**src/rtl/lab4_pkg.sv**
```systemverilog
// Shared types and default widths for the lab 4 engine scheduler.
package lab4_pkg;

   typedef enum logic [2:0] {
      ST_IDLE   = 3'd0,
      ST_C_RUN  = 3'd1,
      ST_C_REL  = 3'd2,
      ST_S_RUN  = 3'd3,
      ST_S_REL  = 3'd4,
      ST_REPORT = 3'd5
   } sched_state_t;

   localparam logic [1:0] MODE_NONE = 2'b00;
   localparam logic [1:0] MODE_CNT  = 2'b01;
   localparam logic [1:0] MODE_SRCH = 2'b10;
   localparam logic [1:0] MODE_BOTH = 2'b11;

   localparam int DEF_DATA_W  = 8;
   localparam int DEF_CNT_W   = 4;
   localparam int DEF_LOC_W   = 5;
   localparam int DEF_TIMEOUT = 64;
   // Wide enough for the largest permitted TIMEOUT (255).
   localparam int TIMER_W     = 8;

endpackage

```
**src/rtl/engine_handshake.sv**
```systemverilog
// Level start/done handshake for one compute engine, with its own watchdog timer.
module engine_handshake
   import lab4_pkg::*;
#(
   parameter int TIMEOUT = DEF_TIMEOUT
)(
   input  logic clock,
   input  logic reset_n,
   input  logic run,
   input  logic rel,
   input  logic done,
   output logic start,
   output logic enable,
   output logic captured,
   output logic released,
   output logic timed_out
);

   logic [TIMER_W-1:0] timer_q, timer_d;
   logic               at_limit;

   always_ff @(posedge clock or negedge reset_n) begin
      if (!reset_n) timer_q <= '0;
      else          timer_q <= timer_d;
   end

   always_comb begin
      start     = run;
      enable    = run | rel;
      at_limit  = (timer_q == TIMER_W'(TIMEOUT - 1));
      captured  = run & done;
      released  = rel & ~done;
      // A done edge arriving on the last allowed cycle still wins over the watchdog.
      timed_out = ((run & ~done) | (rel & done)) & at_limit;
      timer_d   = '0;
      if ((run | rel) && !captured && !released && !timed_out)
         timer_d = timer_q + 1'b1;
   end

endmodule

```
**src/rtl/task_scheduler.sv**
```systemverilog
// Sequences the bit-counter and binary-search engines from one request and reports one result.
module task_scheduler
   import lab4_pkg::*;
#(
   parameter int DATA_W  = DEF_DATA_W,
   parameter int CNT_W   = DEF_CNT_W,
   parameter int LOC_W   = DEF_LOC_W,
   parameter int TIMEOUT = DEF_TIMEOUT
)(
   input  logic              clock,
   input  logic              reset_n,
   input  logic              req,
   input  logic [1:0]        mode,
   input  logic [DATA_W-1:0] a_in,
   output logic              cnt_start,
   output logic              cnt_enable,
   input  logic              cnt_done,
   input  logic [CNT_W-1:0]  cnt_result,
   output logic              srch_start,
   output logic              srch_enable,
   input  logic              srch_done,
   input  logic [LOC_W-1:0]  srch_loc,
   input  logic              srch_found,
   output logic [DATA_W-1:0] a_out,
   output logic              busy,
   output logic              valid,
   output logic [CNT_W-1:0]  count_q,
   output logic [LOC_W-1:0]  loc_q,
   output logic              found_q,
   output logic              timeout_err
);

   sched_state_t      state_q, state_d;
   logic              srch_after_q, srch_after_d;
   logic [DATA_W-1:0] a_q, a_d;
   logic [CNT_W-1:0]  count_d;
   logic [LOC_W-1:0]  loc_d;
   logic              found_d;
   logic              terr_q, terr_d;

   logic c_run, c_rel, s_run, s_rel;
   logic c_captured, c_released, c_timed_out;
   logic s_captured, s_released, s_timed_out;

   engine_handshake #(.TIMEOUT(TIMEOUT)) u_cnt_hs (
      .clock     (clock),
      .reset_n   (reset_n),
      .run       (c_run),
      .rel       (c_rel),
      .done      (cnt_done),
      .start     (cnt_start),
      .enable    (cnt_enable),
      .captured  (c_captured),
      .released  (c_released),
      .timed_out (c_timed_out)
   );

   engine_handshake #(.TIMEOUT(TIMEOUT)) u_srch_hs (
      .clock     (clock),
      .reset_n   (reset_n),
      .run       (s_run),
      .rel       (s_rel),
      .done      (srch_done),
      .start     (srch_start),
      .enable    (srch_enable),
      .captured  (s_captured),
      .released  (s_released),
      .timed_out (s_timed_out)
   );

   always_ff @(posedge clock or negedge reset_n) begin
      if (!reset_n) begin
         state_q      <= ST_IDLE;
         srch_after_q <= 1'b0;
         a_q          <= '0;
         count_q      <= '0;
         loc_q        <= '0;
         found_q      <= 1'b0;
         terr_q       <= 1'b0;
      end else begin
         state_q      <= state_d;
         srch_after_q <= srch_after_d;
         a_q          <= a_d;
         count_q      <= count_d;
         loc_q        <= loc_d;
         found_q      <= found_d;
         terr_q       <= terr_d;
      end
   end

   always_comb begin
      state_d      = state_q;
      srch_after_d = srch_after_q;
      a_d          = a_q;
      count_d      = count_q;
      loc_d        = loc_q;
      found_d      = found_q;
      terr_d       = terr_q;
      case (state_q)
         ST_IDLE: begin
            if (req && (mode != MODE_NONE)) begin
               a_d          = a_in;
               srch_after_d = mode[1];
               count_d      = '0;
               loc_d        = '0;
               found_d      = 1'b0;
               terr_d       = 1'b0;
               state_d      = mode[0] ? ST_C_RUN : ST_S_RUN;
            end
         end
         ST_C_RUN: begin
            if (c_captured) begin
               count_d = cnt_result;
               state_d = ST_C_REL;
            end else if (c_timed_out) begin
               terr_d  = 1'b1;
               state_d = ST_REPORT;
            end
         end
         ST_C_REL: begin
            if (c_released) begin
               state_d = srch_after_q ? ST_S_RUN : ST_REPORT;
            end else if (c_timed_out) begin
               terr_d  = 1'b1;
               state_d = ST_REPORT;
            end
         end
         ST_S_RUN: begin
            if (s_captured) begin
               loc_d   = srch_loc;
               found_d = srch_found;
               state_d = ST_S_REL;
            end else if (s_timed_out) begin
               terr_d  = 1'b1;
               state_d = ST_REPORT;
            end
         end
         ST_S_REL: begin
            if (s_released) begin
               state_d = ST_REPORT;
            end else if (s_timed_out) begin
               terr_d  = 1'b1;
               state_d = ST_REPORT;
            end
         end
         ST_REPORT: state_d = ST_IDLE;
         default:   state_d = ST_IDLE;
      endcase
   end

   // Engine controls decode straight from the state register, so reset drops them at once.
   always_comb begin
      c_run       = (state_q == ST_C_RUN);
      c_rel       = (state_q == ST_C_REL);
      s_run       = (state_q == ST_S_RUN);
      s_rel       = (state_q == ST_S_REL);
      valid       = (state_q == ST_REPORT);
      busy        = (state_q != ST_IDLE);
      a_out       = a_q;
      timeout_err = terr_q;
   end

endmodule

```
**config.mk**
```make
export PLATFORM = sky130hd
export DESIGN_NAME = task_scheduler
export DESIGN_NICKNAME = d
export VERILOG_FILES = /design/src/rtl/lab4_pkg.sv /design/src/rtl/engine_handshake.sv /design/src/rtl/task_scheduler.sv
export SDC_FILE = /design/constraint.sdc
export NUM_CORES = 1
export LEC_CHECK = 0
export CAP_MARGIN = 10
export CELL_PAD_IN_SITES_DETAIL_PLACEMENT = 0
export CELL_PAD_IN_SITES_GLOBAL_PLACEMENT = 1
export CORE_ASPECT_RATIO = 1.75
export CORE_UTILIZATION = 45
export CTS_BUF_LIST = sky130_fd_sc_hd__clkbuf_8
export DETAILED_ROUTE_END_ITERATION = 10
export DONT_BUFFER_PORTS = 1
export PLACE_DENSITY_LB_ADDON = 0.05
export SLEW_MARGIN = 0
export SYNTH_ARGS = -nofsm -noshare
export SYNTH_HDL_FRONTEND = slang
export SYNTH_SLANG_ARGS = --single-unit
```
**constraint.sdc**
```tcl
create_clock -name clock -period 1.55 [get_ports clock]
set_input_delay 0.155 -clock clock [delete_from_list [all_inputs] [get_ports clock]]
set_output_delay 0.155 -clock clock [all_outputs]
set_load 0.01 [all_outputs]
```
==> results.toml <==
[die]
die-height_um = 87.04
core-area_um2 = 3904
die_x_um = 50.59
start_util = 0.4763
io_pins = 50
die_area_um2 = 4403
placementRows = 30

[global_routing]
antenna_violations_before_repair = 0
grt_start_max_net_pins = 40
track_usage = 0.1978
number_of_global_route_vias_before_repair = 1458
grt_pass1_wl_mm = 6.458
globalRoute.totalOverflow = 0

[power_and_ir_drop]
power_density_nw_per_um2 = 1649
proportion_of_total_power_due_to_net_switching = 0.3400
intPower_mw = 2.670
pwr-share-seq = 0.404
vdd.ir_drop.worst_v = 0.001027
power_frac_clock = 0.214
power_leakage_nw = 1.086
p_comb_frac = 0.382
totalPowerFinal_mw = 4.045
netSwitchingPower_mw = 1.375

[route]
dr.first_iter.drc_count = 23
wl_cell_um = 15.68
drc_errors = 0
ant_nets = 0
via_per_inst = 5.434
routed_wire_length_mm = 4.015
dr.pass1.iters = 3
route.vias.total = 1391

[critical_path]
cp-end-kind = "primary output"
critical_path_arrival_ns = 1.39
crit_cells = 4
depth_of_the_worst_register_to_register_path = 4
worst_path_most_repeated_cell = "buf_6"
critical_path_buf_inv_count = 2
worstPathMaxFanout = 6
cp_data_required_time_ns = 1.39
worst-r2r-setup-slack_ns = 0.02
critical-path-top-delay-family = "flip-flops"
setup.worst_path.start = "state_q[0]$_DFFE_PN0P_"
r2r-start = "state_q[1]$_DFFE_PN0P_"
timing.setup.critical_path_class = "reg2out"
worst_setup_path_start_kind = "register"
critical_path.slowest_cell = "dfrtp_1"
worst_path_largest_cell_delay_ns = 0.42
endpoint = "srch_enable"
critical_path.cell_chain = "buf_6 -> and3b_1 -> buf_6 -> or2_4"
critical_path.reg2reg.endpoint = "a_out[3]$_DFFE_PN0P_"

[timing]
timing.clock.skew_ns = 0.004940
min_period_over_period = 0.9941
rsz0062_at_grt = "true"
timing_max_transition_violations_final = 0
slew_headroom = 0.7253
final-hold-violation-count = 0
timing.final.setup_violations = 0
worst_pin_slew_ns = 0.4093
maxClockFrequency_mhz = 649.0
final_period_minus_worst_setup_slack_ns = 1.541

[clock_tree]
tritoncts = "done"
htree_num_levels = 2
tritoncts.num_buffers = 5
cts.sinks = 39
worst_setup_hold_path_clk_slew_ns = 0.08
cts_buffer_depth = 2
cts.root.buffer_cell = "clkbuf_8"
clk-insertion-delay-late_ns = 0.29

[cells_and_area]
drive_gt1_frac = 0.2788
layout_commonest_cell = "dfrtp_1"
utilization = 0.6285
nFillCells = 341
area_delta_synth_final_pct = 31.96
final_cell_mix = "38 x dfrtp_1, 24 x nor2_1, 17 x dlygate4sd3_1"
layout.nets = 234
diodes = 0

[synthesis]
synth_warnings = 0
synth_cells = 167
count_of_flip_flops_with_a_built_in_enable_after_synthesis = 0
synth_seq_area_share = 0.5249
ys_types = 42
syn_area_um2 = 1859
avgSynthCellArea_um2 = 11.13
synth_seq_cells = 39
async_reset_ff_frac = 1.000
synth_nets = 194
yosys_most_used_dff = "dfrtp_1"

[place]
io_buffers = 0
place_hpwl_mm = 2.726
gpl.final_weighted_congestion = 0.7536

[run]
drv.max_cap_violation_count = 0

[min_path]
hold_class = "in2reg"

[run_status]
run_status = "completed"
-- metrics by stage --
| stage | hold WS [ns] | std cells | area (um^2) | setup slack (ns) | setup TNS (ns) |
|---|---|---|---|---|---|
| 2_1_floorplan | -0.1406 | 167 | 1864 | 0.01440 | 0 |
| 4_1_cts | 0.0006405 | 253 | 2367 | -0.01477 | -0.01477 |
| 3_3_place_gp | -0.1399 | 224 | 2027 | 0.03644 | 0 |
| 6_report | 0.002994 | 256 | 2454 | 0.009149 | 0 |
| 3_5_place_dp | -0.1399 | 224 | 2027 | 0.003569 | 0 |
| 5_1_grt | 0.0004829 | 256 | 2454 | -0.05293 | -0.2263 |
-- cells in the mapped netlist, types with 2 or more instances --
cell type  number  area (um^2)
nor3_1          5        25.02
or3_4           2        22.52
nand3_1        10        50.05
ha_1            2        25.02
xor2_1          6        52.55
nand2b_1        5        31.28
buf_2           4        20.02
xnor2_1         6        52.55
nand2_1         5        18.77
inv_1           3        11.26
mux2_1          9        101.4
nor3b_2         2        25.02
nor2_1         24        90.09
and3b_1         2        17.52
a22o_1         10        87.58
nor2_2          2        12.51
o21ai_0         3        15.01
and3_1          2        12.51
dfrtp_1        39        975.9
a2bb2oi_1       2        17.52
nor2b_1         3        18.77
-- worst min path at each step --
stage / startpoint / to / slack (ns) / cells past startpoint
after floorplan: reset_n / a_out[0]$_DFFE_PN0P_ / -0.14 / 0
after global placement: reset_n / found_q$_DFFE_PN0P_ / -0.14 / 0
after detailed placement: reset_n / loc_q[0]$_DFFE_PN0P_ / -0.14 / 0
after CTS: cnt_result[1] / count_q[1]$_DFFE_PN0P_ / 0.0006 / 1
after global routing: cnt_result[3] / count_q[3]$_DFFE_PN0P_ / 0.0005 / 1
final: cnt_result[3] / count_q[3]$_DFFE_PN0P_ / 0.003 / 1
-- cell type report --
type / count / area (um^2) / share of cell area
flip-flops and latches: 39 / 977.2 / 0.3983
clock buffers: 5 / 68.82 / 0.02805
clock inverters: 3 / 47.55 / 0.01938
multi-input cells: 119 / 904.6 / 0.3687
well taps: 48 / 60.06 / 0.02448
repair buffers: 39 / 384.1 / 0.1566
inverters: 3 / 11.26 / 0.004590
-- what timing repair did --
action                                  CTS  global route
buffers inserted                          5             1
gates resized for setup                   5            16
hold endpoints to repair                 53             2
endpoints found under the setup margin    2            23
pin swaps                                 3             1
hold buffers                             16             2
-- flip-flops by register name, summed over array words and instances, names as in the netlist --
name / count
a_out: 8
count_q: 4
found_q: 1
loc_q: 5
srch_after_q: 1
state_q: 3
timeout_err: 1
u_cnt_hs.timer_q: 8
u_srch_hs.timer_q: 8
-- metal layers --
layer,wire (um),global-route usage,part of all wire,up-vias
met2,2167,0.3636,0.54,38
met1,1603,0.2061,0.40,672
met3,174,0.05236,0.043,6
met4,70,0.08333,0.017,0
li1,-,-,-,675
met5,0,0,0,-
-- power by group through the flow --
stage	sequential [mW]	combinational [mW]	clock (mW)
floorplan	1.59	0.858	0
global placement	1.63	1.19	0
CTS	1.63	1.40	0.896
global route	1.67	1.69	0.932
detailed placement	1.64	1.22	0
finish	1.64	1.55	0.865
-- cells by family after synthesis --
group,after synthesis,synth area share
buffers and inverters,9,0.02490
XOR/XNOR,12,0.05653
flip-flops,39,0.5249
multiplexers,9,0.05451
AO/OA/AOI/OAI,25,0.1090
adder cells (fa/ha/maj),2,0.01346
AND/OR/NAND/NOR,71,0.2167
Note: power is estimated with default switching activity, not from simulation.
